[src/rtl/hazard_scoreboard.sv]
// hazard_scoreboard: ID-stage register scoreboard and stall sequencer.
// Tracks in-flight writers per register, counts down until each result is
// bypassable, and stalls ID on unbypassable operands or a busy long unit.
module hazard_scoreboard #(
    parameter int NUM_REGS = 32,
    parameter int LOAD_LAT = 1
) (
    input  logic                clk_i,
    input  logic                rsn_i,
    input  logic                id_valid_i,
    input  logic [4:0]          id_rs1_i,
    input  logic [4:0]          id_rs2_i,
    input  logic                id_use_rs1_i,
    input  logic                id_use_rs2_i,
    input  logic                id_long_i,
    input  logic                issue_i,
    input  logic                issue_wr_i,
    input  logic [4:0]          issue_rd_i,
    input  logic [1:0]          issue_kind_i,
    input  logic                long_done_i,
    input  logic                wb_valid_i,
    input  logic                wb_wr_i,
    input  logic [4:0]          wb_rd_i,
    input  logic                flush_i,
    output logic                stall_id_o,
    output logic                long_busy_o,
    output logic [NUM_REGS-1:0] pending_o
);

    localparam logic [1:0] KIND_LOAD = 2'd1;
    localparam logic [1:0] KIND_LONG = 2'd2;
    localparam logic [1:0] LOAD_RDY  = 2'(LOAD_LAT);

    typedef enum logic {LIDLE = 1'b0, LBUSY = 1'b1} lstate_e;

    lstate_e                  r_state, w_state_nxt;
    logic [NUM_REGS-1:0][1:0] r_cnt, r_rdy, w_cnt_nxt, w_rdy_nxt;
    logic [NUM_REGS-1:0]      r_lng, w_lng_nxt, w_iss_hit, w_wb_hit;
    logic                     w_busy, w_long_clr, w_iss_long;
    logic                     w_rs1_blk, w_rs2_blk, w_struct;

    assign w_busy     = (r_state == LBUSY);
    assign w_long_clr = w_busy & long_done_i;
    assign w_iss_long = issue_i & (issue_kind_i == KIND_LONG);

    // Long-unit next state; a new long op landing with long_done keeps it busy
    always_comb begin
        w_state_nxt = r_state;
        case (r_state)
            LIDLE:   if (w_iss_long) w_state_nxt = LBUSY;
            LBUSY:   if (long_done_i && !w_iss_long) w_state_nxt = LIDLE;
            default: w_state_nxt = LIDLE;
        endcase
    end

    // Long-unit state register; flush abandons the long op like reset does
    always_ff @(posedge clk_i) begin
        if (!rsn_i || flush_i) r_state <= LIDLE;
        else                   r_state <= w_state_nxt;
    end

    // One-hot decode of issue / writeback destinations; x0 never hits
    always_comb begin
        w_iss_hit = '0;
        w_wb_hit  = '0;
        if (issue_i && issue_wr_i)  w_iss_hit[issue_rd_i] = 1'b1;
        if (wb_valid_i && wb_wr_i)  w_wb_hit[wb_rd_i]     = 1'b1;
        w_iss_hit[0] = 1'b0;
        w_wb_hit[0]  = 1'b0;
    end

    // Per-register next state: issue values win over countdown and long_done
    always_comb begin
        w_cnt_nxt = r_cnt;
        w_rdy_nxt = '0;
        w_lng_nxt = '0;
        for (int r = 1; r < NUM_REGS; r++) begin
            w_rdy_nxt[r] = (r_rdy[r] != 2'd0) ? r_rdy[r] - 2'd1 : 2'd0;
            w_lng_nxt[r] = r_lng[r] & ~w_long_clr;
            if (w_iss_hit[r]) begin
                // issue+wb on the same rd: one writer in, one out
                if (!w_wb_hit[r] && r_cnt[r] != 2'd3) w_cnt_nxt[r] = r_cnt[r] + 2'd1;
                w_rdy_nxt[r] = (issue_kind_i == KIND_LOAD) ? LOAD_RDY : 2'd0;
                w_lng_nxt[r] = (issue_kind_i == KIND_LONG);
            end else if (w_wb_hit[r] && r_cnt[r] != 2'd0) begin
                w_cnt_nxt[r] = r_cnt[r] - 2'd1;
                if (r_cnt[r] == 2'd1) begin
                    w_rdy_nxt[r] = 2'd0;
                    w_lng_nxt[r] = 1'b0;
                end
            end
        end
        w_cnt_nxt[0] = 2'd0;
    end

    // Scoreboard registers
    always_ff @(posedge clk_i) begin
        if (!rsn_i || flush_i) begin
            r_cnt <= '0;
            r_rdy <= '0;
            r_lng <= '0;
        end else begin
            r_cnt <= w_cnt_nxt;
            r_rdy <= w_rdy_nxt;
            r_lng <= w_lng_nxt;
        end
    end

    assign w_rs1_blk = id_valid_i & id_use_rs1_i & (id_rs1_i != 5'd0) &
                       (r_cnt[id_rs1_i] != 2'd0) &
                       ((r_rdy[id_rs1_i] != 2'd0) | (r_lng[id_rs1_i] & w_busy));
    assign w_rs2_blk = id_valid_i & id_use_rs2_i & (id_rs2_i != 5'd0) &
                       (r_cnt[id_rs2_i] != 2'd0) &
                       ((r_rdy[id_rs2_i] != 2'd0) | (r_lng[id_rs2_i] & w_busy));
    assign w_struct  = id_valid_i & id_long_i & w_busy;

    assign stall_id_o  = rsn_i & (w_rs1_blk | w_rs2_blk | w_struct);
    assign long_busy_o = rsn_i & w_busy;

    // Pending view: any in-flight writer, forced low while in reset
    always_comb begin
        pending_o = '0;
        for (int r = 1; r < NUM_REGS; r++) pending_o[r] = rsn_i & (r_cnt[r] != 2'd0);
    end

endmodule

[config.mk]
export PLATFORM = sky130hd
export DESIGN_NAME = hazard_scoreboard
export DESIGN_NICKNAME = d
export VERILOG_FILES = /design/src/rtl/hazard_scoreboard.sv
export SDC_FILE = /design/constraint.sdc
export NUM_CORES = 1
export LEC_CHECK = 0
export ABC_AREA = 1
export BUFFER_PORTS_ARGS = -buffer_cell sky130_fd_sc_hd__buf_4
export CAP_MARGIN = 0
export CORE_MARGIN = 1
export CORE_UTILIZATION = 33
export DETAILED_ROUTE_END_ITERATION = 7
export PLACE_DENSITY = 0.51
export SLEW_MARGIN = 5
export SYNTH_ARGS = -nofsm -noshare
export SYNTH_HDL_FRONTEND = slang
export SYNTH_SLANG_ARGS = --single-unit
[constraint.sdc]
create_clock -name clk_i -period 3.89 [get_ports clk_i]
set_input_delay 0.389 -clock clk_i [delete_from_list [all_inputs] [get_ports clk_i]]
set_output_delay 0.389 -clock clk_i [all_outputs]
set_load 0.05 [all_outputs]
## Yosys cells after proc, flatten, opt, wreduce, memory -nomap -nowiden

Cells that the tools add are included.

| storage, ports and cells | value |
|---|---|
| register bits after elaboration | 161 |
| bits of input ports | 34 |
| output and inout port bits | 34 |
| word-level logic and storage cells | 908 |

| operators by class | value |
|---|---|
| $add $sub $neg | 93 |
| magnitude comparators | 6 |
| eq/ne operators | 95 |
| multiplexer cells | 332 |
| bitwise logic cells | 84 |
| reductions and logical operators | 231 |

Operators by type and width:

| cell | count |
|---|---|
| $mux W2 | 221 |
| $reduce_bool A2 Y1 | 97 |
| $sub A2 B1 Y2 const B | 62 |
| $mux W1 | 100 |
| $and A1 B1 Y1 | 78 |
| $logic_and A1 B1 Y1 | 67 |
| $eq A2 B1 Y1 const B | 32 |
| $mux W32 | 2 |
| $add A2 B1 Y2 const B | 31 |
| $ne A2 B1 Y1 const B | 31 |
| $ne A2 B2 Y1 const B | 31 |
| $reduce_and A2 Y1 | 31 |
| $bmux W2 S5 | 4 |
| $logic_not A1 Y1 | 33 |
| $lt A5 B6 Y1 const B | 4 |
| $bmux W1 S5 | 2 |
| $demux W1 S5 | 2 |
| $ge A5 B1 Y1 const B | 2 |
| $reduce_bool A5 Y1 | 2 |
| $or A1 B1 Y1 | 4 |
| $eq A2 B2 Y1 const B | 1 |
| $not A1 Y1 | 2 |
| $pmux W1 S2 | 1 |
| $logic_or A1 B1 Y1 | 1 |

## Longest topological paths before layout

| depth | value |
|---|---|
| word-level depth | 9 |
| mapped depth | 16 |
| gate-level depth less buffers | 15 |

## Least setup slack after synthesis

OpenSTA, ideal clock, no wires.

| path | value |
|---|---|
| path type | input port to output port |
| start | input port id_rs2_i[1] |
| end | output port stall_id_o |
| arrival time | 2120 ps |
| setup slack | 1381 ps |
| stages on the path | 14 |
| cell sequence | buf_2 > nand2_1 > inv_1 > buf_2 > o21ai_0 > nand3_1 > nand2_1 > nand2_1 > nand2_1 > a21oi_1 > nand3_1 > nand2_1 > nor2_1 > nor2_1 |

| on the way | value |
|---|---|
| longest elaborated chain between the ends | 8 |
| elaborated cells on any way between the ends | 17 |
| those cells by class | mux (6); bitwise (8); reduce/logical (3) |

Ends and longest elaborated chain:

| what | RTL line | text |
|---|---|---|
| start, declared | 12 | `input logic [4:0] id_rs2_i,` |
| $bmux W2 S5 (tied with other cells) | 113 | `(r_cnt[id_rs2_i] != 2'd0) &` |
| $mux W2 (implied by the code) (tied with other cells) | 113 |  |
| $reduce_bool A2 Y1 (tied with other cells) | 113 |  |
| $and A1 B1 Y1 or $or A1 B1 Y1 (tied branches) | 112, 114 |  |
| $and A1 B1 Y1 * | 113 |  |
| $or A1 B1 Y1 * (2 in series) | 117 | `assign stall_id_o = rsn_i & (w_rs1_blk \| w_rs2_blk \| w_struct);` |
| $and A1 B1 Y1 * | 117 |  |
| end, declared | 25 | `output logic stall_id_o,` |

Every way passes the cells marked *; elsewhere a longest branch is shown, timed or not. The select of a mux whose other input is x is not followed.

## Worst setup path after layout

| path | value |
|---|---|
| start | input port id_rs2_i[0] |
| end | output port stall_id_o |

Same word-level chain as after synthesis.

==> summary.md <==
| Metric | Value |
|---|---|
| Post-synthesis adder-cell area fraction | `0.111` |
| Via count | `10400` |
| Max Transition Viols Final | `0` |
| VDD IR max | `0.331 mV` |
| Pin count of the biggest net entering global routing | `48` |
| Ant diodes | `0` |
| CTS Buffer Depth | `2` |
| H-tree levels | `4` |
| Worst-margin pin slew | `0.963 ns` |
| Initial antenna violation count | `0` |
| CP arrival | `2.70 ns` |
| Max_cap viols | `0` |
| Startpoint types | `input port` |
| Total gr overflow | `0` |
| Mapped Avg Cell Area | `6.68 um^2` |
| Largest fanout on the critical path | `34` |
| R2R Path Start | `r_state$_SDFF_PP0_` |
| Post-route DRC | `0` |
| CTS tree | `done` |
| EDFF count, synth | `0` |
| I/O Pins | `68` |
| # hold bufs at CTS | `0` |
| Outcome | `finished clean` |
| Initial drt markers | `798` |
| Synth Register Bits | `156` |
| Port bufs | `66` |
| Num Clock Sinks | `156` |
| Insertion delay to the later sink of the worst-skew pair | `0.45 ns` |
| Largest family of logic cells by synthesized area | `simple AND/OR/NAND/NOR gates` |
| First-pass GRT wire length | `55700 um` |
| Mux contribution to synthesized area | `0` |
| Synth area leader | `dfxtp_1` |
| LEAKAGE | `0.00452 uW` |
| Post-synth top area share | `0.299` |
| R2R setup slack | `1.87 ns` |
| Slew headroom | `0.353` |
| Power density cells | `311 nW/um^2` |
| Layout cells sized above 1 | `0.0876` |
| Synth top area cells | `dfxtp_1 (30%), ha_1 (11%), nand2_1 (8.7%), nor2_1 (7.4%), inv_1 (7.4%)` |
| Root buf cell | `clkbuf_16` |
| Top FF cell, synth | `dfxtp_1` |
| DRT Wirelength | `35500 um` |
| WHS Endpoint | `r_state$_SDFF_PP0_` |
| Hold/Removal Path Class | `input port to flop` |
| Total chip power | `3720 uW` |
| Mapped Cells | `1564` |
| Placeable core area | `30900 um^2` |
| Syn Nets | `1691` |
| Setup violators final | `0` |
| Synth warn | `0` |
| Die Area | `32400 um^2` |
| Critical path class | `input port to output port` |
| Crit end category | `output port` |
| Synth cell types | `40` |
| Asr flop ratio synth | `0` |
| Synth Area in Compound Gates | `0.182` |
| CP required | `3.50 ns` |
| RD Place Congestion | `0.899` |
| Row count | `64` |
| Unrepaired setup endpoints after global routing | `false` |
| DR pass1 iterations | `6` |
| Post-synthesis xor/xnor area fraction | `0.0260` |
| Vias in the first global route | `9896` |
| Area Overhead vs Synth | `14.1%` |
| Post-route ant nets | `0` |
| Avg WL per Cell | `17.6 um` |
| Final period util | `0.795` |
| Synth Cell Area | `10500 um^2` |
| Layout Nets | `1736` |
| TNS Setup | `0 ns` |
| Min-Delay Path Depth | `4` |
| Clk slew on worst S/H paths | `0.06 ns` |
| Simple-gate share of the synthesized area | `0.281` |
| Die width | `180 um` |
| TritonCTS Buffers | `17` |
| Initial Util | `0.338` |
| Endpoints failing hold | `0` |
| Worst hold path startpoint | `long_done_i` |
| Top-count cell post-synth | `nand2_1` |
| Post-synthesis sequential area ratio | `0.299` |
| Filler instances | `3391` |
| Setup Fix Bufs, Post-CTS | `0` |
| FF-to-FF End | `r_lng[25]$_SDFF_PP0_` |
| R2r worst-path depth | `5` |
| Commonest cells post-synth | `nand2_1 (242), nor2_1 (207), inv_1 (206), dfxtp_1 (156), nand3_1 (146)` |
| Post_cts resized | `0` |
| Via-per-instance ratio | `5.18` |
| DPL Wire Length | `26200 um` |
| Vert. Die Dim | `180 um` |
| Setup Skew | `0.0111 ns` |
| Crit path time final | `3.09 ns` |
| Total GRT Usage | `0.223` |
| Fmax achieved | `0.323 GHz` |
-- power by group --
part | internal, uW | switching, uW
logic | 108 | 251
clock network | 1020 | 730
registers | 1600 | 3.97
total | 2730 | 985
-- flip-flops by register name, summed over array words and instances, names as in the netlist --
register  cells
r_rdy        62
r_state       1
r_cnt        62
r_lng        31
-- layout make-up --
cell class / count / area [um^2] / share of cell area
Multi-Input combinational cell: 1135 / 6290 / 0.527
Inverter: 219 / 822 / 0.0689
Tap cell: 396 / 495 / 0.0415
Clock inverter: 10 / 143 / 0.0120
Clock buffer: 21 / 450 / 0.0377
Sequential cell: 156 / 3120 / 0.262
Timing Repair Buffer: 80 / 613 / 0.0514
-- metal layers --
| layer | share of wire | up-vias | track usage |
|---|---|---|---|
| met5 | 0 | - | 0 |
| met4 | 0.029 | 0 | 0.0838 |
| met3 | 0.053 | 41 | 0.0373 |
| met2 | 0.46 | 270 | 0.367 |
| met1 | 0.46 | 4873 | 0.290 |
| li1 | - | 5262 | - |
-- placed cells by master, fill, tap and decap left out, types with 3 or more instances in the layout --
| master | count |
|---|---|
| o31ai_1 | 3 |
| xnor2_1 | 28 |
| o211ai_1 | 15 |
| o21ai_2 | 6 |
| o21ai_0 | 141 |
| dfxtp_1 | 156 |
| clkinvlp_4 | 4 |
| o21ai_1 | 5 |
| bufinv_16 | 3 |
| clkinv_1 | 3 |
| nor3_1 | 35 |
| buf_4 | 79 |
| o22ai_1 | 25 |
| nand4_1 | 11 |
| ha_1 | 93 |
| nor2_1 | 206 |
| clkbuf_1 | 3 |
| nor3_2 | 4 |
| nand2_1 | 241 |
| o32ai_1 | 20 |
| clkbuf_16 | 17 |
| nand3_1 | 146 |
| inv_2 | 10 |
| nor3_4 | 3 |
| nor3b_1 | 17 |
| xor2_1 | 3 |
| a21oi_1 | 114 |
| inv_1 | 206 |
-- worst max-delay path, cell delays in order --
cell and delay (ns):
buf_4 0.29, inv_1 0.32, nor2_1 0.35, buf_4 0.24, nand2_1 0.06, nand3_1 0.07, nor2_1 0.05, nor2_1 0.08
nand2_1 0.05, nand2_1 0.06, nand3_1 0.07, nand3_1 0.07, nand2_1 0.05, nor2_1 0.26, nor2_1 0.08, buf_4 0.20
-- through the flow --
stage	cells	instance area [um^2]	setup slack [ns]	hold WS, ns	util
after floorplan	1564	10500	1.38	0.424	-
final	2017	11900	0.796	0.212	0.386
after global routing	2017	11900	0.565	0.216	0.386
after CTS	2017	11900	0.836	0.190	0.386
after global placement	1986	11300	0.902	0.440	0.367
after detailed placement	1986	11300	0.849	0.439	0.367
-- worst max path at each step --
stage / start / cells past startpoint / end / slack, ns
floorplan: id_rs2_i[1] / 14 / stall_id_o / 1.38
global placement: id_rs2_i[0] / 16 / stall_id_o / 0.90
detailed placement: id_rs2_i[0] / 16 / stall_id_o / 0.85
CTS: id_rs2_i[0] / 16 / stall_id_o / 0.84
global route: id_rs2_i[0] / 16 / stall_id_o / 0.57
finish: id_rs2_i[0] / 16 / stall_id_o / 0.80
-- kinds of logic after synthesis --
logic type      after synthesis
compound gates              337
xor+xnor                     31
fa+ha+maj                    93
buf+inv                     273
flops                       156
other cells                   1
simple gates                673
Power figures use the tool's default switching activity.
